==> src/rtl/decode_buffer.sv <==
// -----------------------------------------------------------------------------
// decode_buffer
//
// Instruction queue and field decoder between fetch and decode of the
// pipelined MIPS core. It absorbs fetch bursts while decode is stalled,
// discards everything on a taken branch/jump (flush), and presents the head
// instruction already split into its fields.
//
// Optional feature macro: DECODE_BUFFER_BYPASS_EN
//   defined   : an offer arriving at an empty buffer is shown on the head
//               outputs in the same cycle (zero-latency bypass).
//   undefined : no combinational path from the _F inputs to the _D outputs.
//
// Parameters
//   DEPTH  queue entries (power of two, >= 2)
//   WIDTH  instruction / PC width (field positions assume 32)
//
// Ports
//   clock, reset                  rising-edge clock, synchronous active-high reset
//   instruction_F, pc_plus_four_F fetched entry
//   valid_F / ready_F             fetch handshake
//   flush                         discard held and incoming entries
//   stall_D                       decode holds the head
//   valid_D, instruction_D, pc_plus_four_D   head entry
//   opcode, funct, reg_rs_id, reg_rt_id, reg_rd_id, shamt  instruction fields
//   sign_immediate, unsign_immediate          extended instr[15:0]
//   jump_address, branch_address              computed targets
//   count                         occupancy
// -----------------------------------------------------------------------------
module decode_buffer #(
   parameter int DEPTH = 4,
   parameter int WIDTH = 32
) (
   input  logic                       clock,
   input  logic                       reset,
   input  logic [WIDTH-1:0]           instruction_F,
   input  logic [WIDTH-1:0]           pc_plus_four_F,
   input  logic                       valid_F,
   output logic                       ready_F,
   input  logic                       flush,
   input  logic                       stall_D,
   output logic                       valid_D,
   output logic [WIDTH-1:0]           instruction_D,
   output logic [WIDTH-1:0]           pc_plus_four_D,
   output logic [5:0]                 opcode,
   output logic [5:0]                 funct,
   output logic [4:0]                 reg_rs_id,
   output logic [4:0]                 reg_rt_id,
   output logic [4:0]                 reg_rd_id,
   output logic [4:0]                 shamt,
   output logic [WIDTH-1:0]           sign_immediate,
   output logic [WIDTH-1:0]           unsign_immediate,
   output logic [WIDTH-1:0]           jump_address,
   output logic [WIDTH-1:0]           branch_address,
   output logic [$clog2(DEPTH+1)-1:0] count
);

   localparam int PW = $clog2(DEPTH);
   localparam int CW = $clog2(DEPTH+1);
   localparam logic [CW-1:0] DEPTH_C = CW'(DEPTH);

   // Storage is never cleared; only pointers and occupancy are reset.
   logic [WIDTH-1:0] mem_instr_q [DEPTH];
   logic [WIDTH-1:0] mem_pc_q    [DEPTH];

   logic [PW-1:0] rd_ptr_q, rd_ptr_d;
   logic [PW-1:0] wr_ptr_q, wr_ptr_d;
   logic [CW-1:0] count_q,  count_d;

   logic             empty;
   logic             head_valid;
   logic [WIDTH-1:0] head_instr;
   logic [WIDTH-1:0] head_pc;
   logic             bypass_take;
   logic             push;
   logic             pop;

   assign empty   = (count_q == '0);
   assign ready_F = !reset && (count_q < DEPTH_C);

   // Head selection: stored head, or (with bypass) the live fetch offer when empty.
   always_comb begin
      head_valid  = !empty;
      head_instr  = empty ? '0 : mem_instr_q[rd_ptr_q];
      head_pc     = empty ? '0 : mem_pc_q[rd_ptr_q];
      bypass_take = 1'b0;
`ifdef DECODE_BUFFER_BYPASS_EN
      if (empty && valid_F && !flush && !reset) begin
         head_valid  = 1'b1;
         head_instr  = instruction_F;
         head_pc     = pc_plus_four_F;
         // Consumed straight through when decode is free; otherwise it is
         // written below and becomes the stored head next cycle.
         bypass_take = !stall_D;
      end
`endif
   end

   // A pop only ever removes a stored entry; bypassed entries never enter storage.
   assign push = valid_F && ready_F && !flush && !bypass_take;
   assign pop  = !empty && !stall_D;

   always_comb begin
      rd_ptr_d = rd_ptr_q;
      wr_ptr_d = wr_ptr_q;
      count_d  = count_q;
      if (flush) begin
         rd_ptr_d = '0;
         wr_ptr_d = '0;
         count_d  = '0;
      end else begin
         if (push) wr_ptr_d = wr_ptr_q + PW'(1);
         if (pop)  rd_ptr_d = rd_ptr_q + PW'(1);
         unique case ({push, pop})
            2'b10:   count_d = count_q + CW'(1);
            2'b01:   count_d = count_q - CW'(1);
            default: count_d = count_q;
         endcase
      end
   end

   always_ff @(posedge clock) begin
      if (reset) begin
         rd_ptr_q <= '0;
         wr_ptr_q <= '0;
         count_q  <= '0;
      end else begin
         rd_ptr_q <= rd_ptr_d;
         wr_ptr_q <= wr_ptr_d;
         count_q  <= count_d;
      end
   end

   always_ff @(posedge clock) begin
      if (push && !reset) begin
         mem_instr_q[wr_ptr_q] <= instruction_F;
         mem_pc_q[wr_ptr_q]    <= pc_plus_four_F;
      end
   end

   // Field decode, purely combinational from the head entry.
   assign valid_D          = head_valid;
   assign instruction_D    = head_instr;
   assign pc_plus_four_D   = head_pc;
   assign count            = count_q;
   assign opcode           = head_instr[31:26];
   assign reg_rs_id        = head_instr[25:21];
   assign reg_rt_id        = head_instr[20:16];
   assign reg_rd_id        = head_instr[15:11];
   assign shamt            = head_instr[10:6];
   assign funct            = head_instr[5:0];
   assign sign_immediate   = {{(WIDTH-16){head_instr[15]}}, head_instr[15:0]};
   assign unsign_immediate = {{(WIDTH-16){1'b0}}, head_instr[15:0]};
   assign jump_address     = {head_pc[WIDTH-1:WIDTH-4], head_instr[25:0], 2'b00};
   assign branch_address   = head_pc + {sign_immediate[WIDTH-3:0], 2'b00};

endmodule

==> config.mk <==
export PLATFORM = sky130hd
export DESIGN_NAME = decode_buffer
export DESIGN_NICKNAME = d
export VERILOG_FILES = /design/src/rtl/decode_buffer.sv
export SDC_FILE = /design/constraint.sdc
export NUM_CORES = 1
export LEC_CHECK = 0
export CORE_UTILIZATION = 55
export CTS_CLUSTER_DIAMETER = 150
export DETAILED_ROUTE_END_ITERATION = 12
export GPL_ROUTABILITY_DRIVEN = 1
export PLACE_DENSITY = 0.87
export SLEW_MARGIN = 20
export SYNTH_ARGS = -nofsm -noshare
export SYNTH_HDL_FRONTEND = slang
export SYNTH_SLANG_ARGS = --single-unit
==> constraint.sdc <==
create_clock -name clock -period 12.94 [get_ports clock]
set_input_delay 2.588 -clock clock [delete_from_list [all_inputs] [get_ports clock]]
set_output_delay 2.588 -clock clock [all_outputs]
set_load 0.02 [all_outputs]
==> summary.md <==
| Metric | Value |
|---|---|
| Slew Viols, Final | `0` |
| Worst VDD drop | `0.125 mV` |
| Setup TNS | `0 ns` |
| Netlist cell types | `between 50 and 60` |
| Setup Buffers After CTS | `0` |
| Final net count | `about 1100` |
| Fraction of layout cells with a size suffix above 1 | `0.122` |
| Post-synthesis area per instance | `roughly 15 um^2` |
| Critical path launch point type | `flop` |
| GRT Total Usage | `0.242` |
| Met3 wire len | `1980 um` |
| Post-layout minimum cycle time | `between 8 and 9 ns` |
| Psw | `~0.39 mW` |
| Switching part of the total | `0.211` |
| Drt first pass iters | `6` |
| Port Buf Inserts | `approximately 280` |
| Top Metal Used | `met4` |
| Hold Crit Class | `flop to flop` |
| Initial Util | `0.564` |
| CTS root buf | `clkbuf_16` |
| DRT antenna net count | `0` |
| Slew HR | `0.318` |
| Post-CTS Resized | `0` |
| Sequential cell area | `a little under 8000 um^2` |
| Worst Hold Margin | `roughly 0.52 ns` |
| Sequential power share | `0.517` |
| Synthesis Warnings | `0` |
| First-pass GRT wire length | `roughly 43000 um` |
| Power Internal | `about 1.5 mW` |
| RSZ-0062 raised after global routing | `no` |
| CTS tree | `built` |
| Vias per Instance | `~5.7` |
| Crit. End Element | `primary output` |
| Layout Cells excl Fill | `1317` |
| Met2 routed WL | `between 10000 and 15000 um` |
| EDFF count, synth | `256` |
| Initial antenna violation count | `0` |
| Met1 WL | `~12000 um` |
| FMAX | `about 120 MHz` |
| Most area-consuming cells after synthesis | `edfxtp_1 (60%), mux4_2 (11%), buf_4 (7.6%)` |
| R2R setup slack | `~11 ns` |
| Slew @ Worst Pin | `about 1 ns` |
| Final setup viols | `0` |
| Starting DRT DRC Count | `approximately 360` |
| Cts hold-fix bufs | `0` |
| Seq cells post-synth | `between 200 and 300` |
| Area delta synth->final | `23.7%` |
| Worst-path clk slew | `0.06 ns` |
| Placed insts | `around 1300` |
| Number of diodes | `0` |
| P_leak | `5.34 nW` |
| Gate power share | `0.072` |
| H-tree Lvls | `1` |
| Top cell type's share of synthesized area | `0.600` |
| Multi-input gate area | `3860 um^2` |
| Run status | `complete, no violations` |
| Die Height | `between 150 and 200 um` |
| DR vias | `~7500` |
| Max-cap viol count | `0` |
| CTS Buffer Depth | `3` |
| Critical Path RT | `just over 10 ns` |
| Skew-Pair Late Insertion Delay | `approximately 0.52 ns` |
| Reg2reg path depth | `3` |
| Ys async rst share | `0` |
| Synth Flop Type | `edfxtp_1` |
| Detailed Place HPWL | `roughly 19000 um` |
| WP data arrival | `around 5.5 ns` |
| Final worst-path cycle share | `0.625` |
| Post-synthesis cell count | `841` |
| CTS buffer count | `26` |
| Final WL | `approximately 29000 um` |
| Cell Area, Synth | `between 10000 and 15000 um^2` |
| Crit Path Class | `flop to primary output` |
| Final Hold Fails | `0` |
| FP Rows | `55` |
| DRC violations left | `0` |
| Wire length per cell | `21.9 um` |
| Core Box Area | `~23000 um^2` |
| Share of power burned in the clock network | `0.411` |
| Cell taking the most area after synthesis | `edfxtp_1` |
| Die W | `~150 um` |
| Pin count of the biggest net entering global routing | `65` |
| CP max FO | `36` |
| Setup Skew | `roughly 0.0060 ns` |
| Fillers | `1537` |
| Post-synthesis sequential area ratio | `0.615` |
| Top Ports | `roughly 300` |
| Hold Path Depth | `2` |
| Congestion Overflow GR | `0` |
| Total Die Area | `around 24000 um^2` |
| # clock sinks | `about 270` |
| Vias in the first global route | `roughly 7600` |
| Routability cong. | `~0.9` |
| Power Density | `between 100 and 150 nW/um^2` |
-- cells in the mapped netlist (all sizes together) (2+ instances only) --
library cell and n:
edfxtp 256, buf 145, and2 65, mux4 60
ha 34, a21oi 32, nor2 31, nand2 27
xnor2 22, o21ai 19, inv 17, a211oi 16
xor2 13, clkbuf 12, dfxtp 9, nor2b 9
nor3 8, a21o 7, or2 6, a31oi 5
mux2i 5, and3 4, nand3 4, o211ai 3
o21a 3, or3 3, a2111oi 2, a211o 2
fa 2, o2111ai 2, o41ai 2
-- layout make-up --
cell class | count | area share
repair buffers | 283 | 0.178
clock buffers | 31 | 0.0436
multi-input cells | 418 | 0.243
well taps | 285 | 0.0225
flip-flops and latches | 265 | 0.497
clock inverters | 17 | 0.0107
inverters | 18 | 0.00427
-- stage by stage --
step                setup WS (ns)  utilization  power (mW)  instance area, um^2
finish                       4.85        0.697        1.84                15800
detailed placement           5.33        0.660        1.10                15000
floorplan                    4.98            -        1.05                12900
global placement             5.38        0.660        1.10                15000
global route                 4.53        0.697        1.89                15800
CTS                          4.75        0.697        1.86                15800
-- path summary, 6_finish.rpt --
path | start | to
max | flop | branch_address[16]
min reg2reg | rd_ptr_q[1] | flop
max reg2reg | count[2] | mem_pc_q[1][14]
min | rd_ptr_q[1] | flop
-- layout by cell type (no fill, tap or decap), drive strengths merged, types with 3 or more instances in the layout --
master           n
conb            18
buf              4
nor2            31
a21o             7
xnor2           22
nor3             8
a31oi            5
dfxtp            9
mux2i            5
edfxtp         256
inv             20
or2              6
bufinv           3
clkdlybuf4s50  279
or3              3
xor2            13
clkbuf          31
o211ai           3
and3             4
nand3            4
clkinv          10
a211oi          16
a21oi           32
mux4            60
nor2b            9
ha              34
o21ai           19
nand2           27
and2            65
o21a             3
-- state kept, by name (all words and copies together) (netlist names), named ones only --
| register | flops |
|---|---|
| count | 3 |
| wr_ptr_q | 2 |
| mem_instr_q | 128 |
| mem_pc_q | 128 |
| rd_ptr_q | 2 |
-- routing by layer --
layer  vias to the layer above  track usage
met5                         -            0
met2                       345        0.428
met4                         0       0.0636
met1                      3750        0.312
met3                        39       0.0403
li1                       3384            -
-- power groups by stage --
| stage | Clock (mW) | Combinational (mW) | Sequential, mW |
|---|---|---|---|
| 2_1_floorplan | 0 | 0.0748 | 0.971 |
| 3_3_place_gp | 0 | 0.130 | 0.970 |
| 3_5_place_dp | 0 | 0.133 | 0.971 |
| 4_1_cts | 0.772 | 0.134 | 0.952 |
| 5_1_grt | 0.801 | 0.141 | 0.953 |
| 6_report | 0.758 | 0.133 | 0.952 |
-- worst max-delay path, cell delays in order (launching register included) --
cell	delay (ns)
dfxtp_4	0.74
buf_4	0.73
mux4_2	0.58
and2_1	0.26
ha_1	0.27
inv_1	0.08
fa_1	0.20
nor2b_1	0.07
o2111ai_1	0.40
a211oi_1	0.17
or2_2	0.32
a21oi_1	0.29
xnor2_1	0.19
clkdlybuf4s50_1	0.64
-- cell families (layout without fill, tap and decap cells) --
family,count (synthesis),in the layout,synth area share
DFF,265,265,0.615
buffers and inverters,175,349,0.0910
and+or+nand+nor,161,161,0.0693
AOI/OAI and AO/OA,103,103,0.0551
muxes,65,65,0.109
adders and majority gates,36,36,0.0364
xor gates and xnor gates,35,35,0.0239
other,1,18,0.000293
Note: power is estimated with default switching activity, not from simulation.
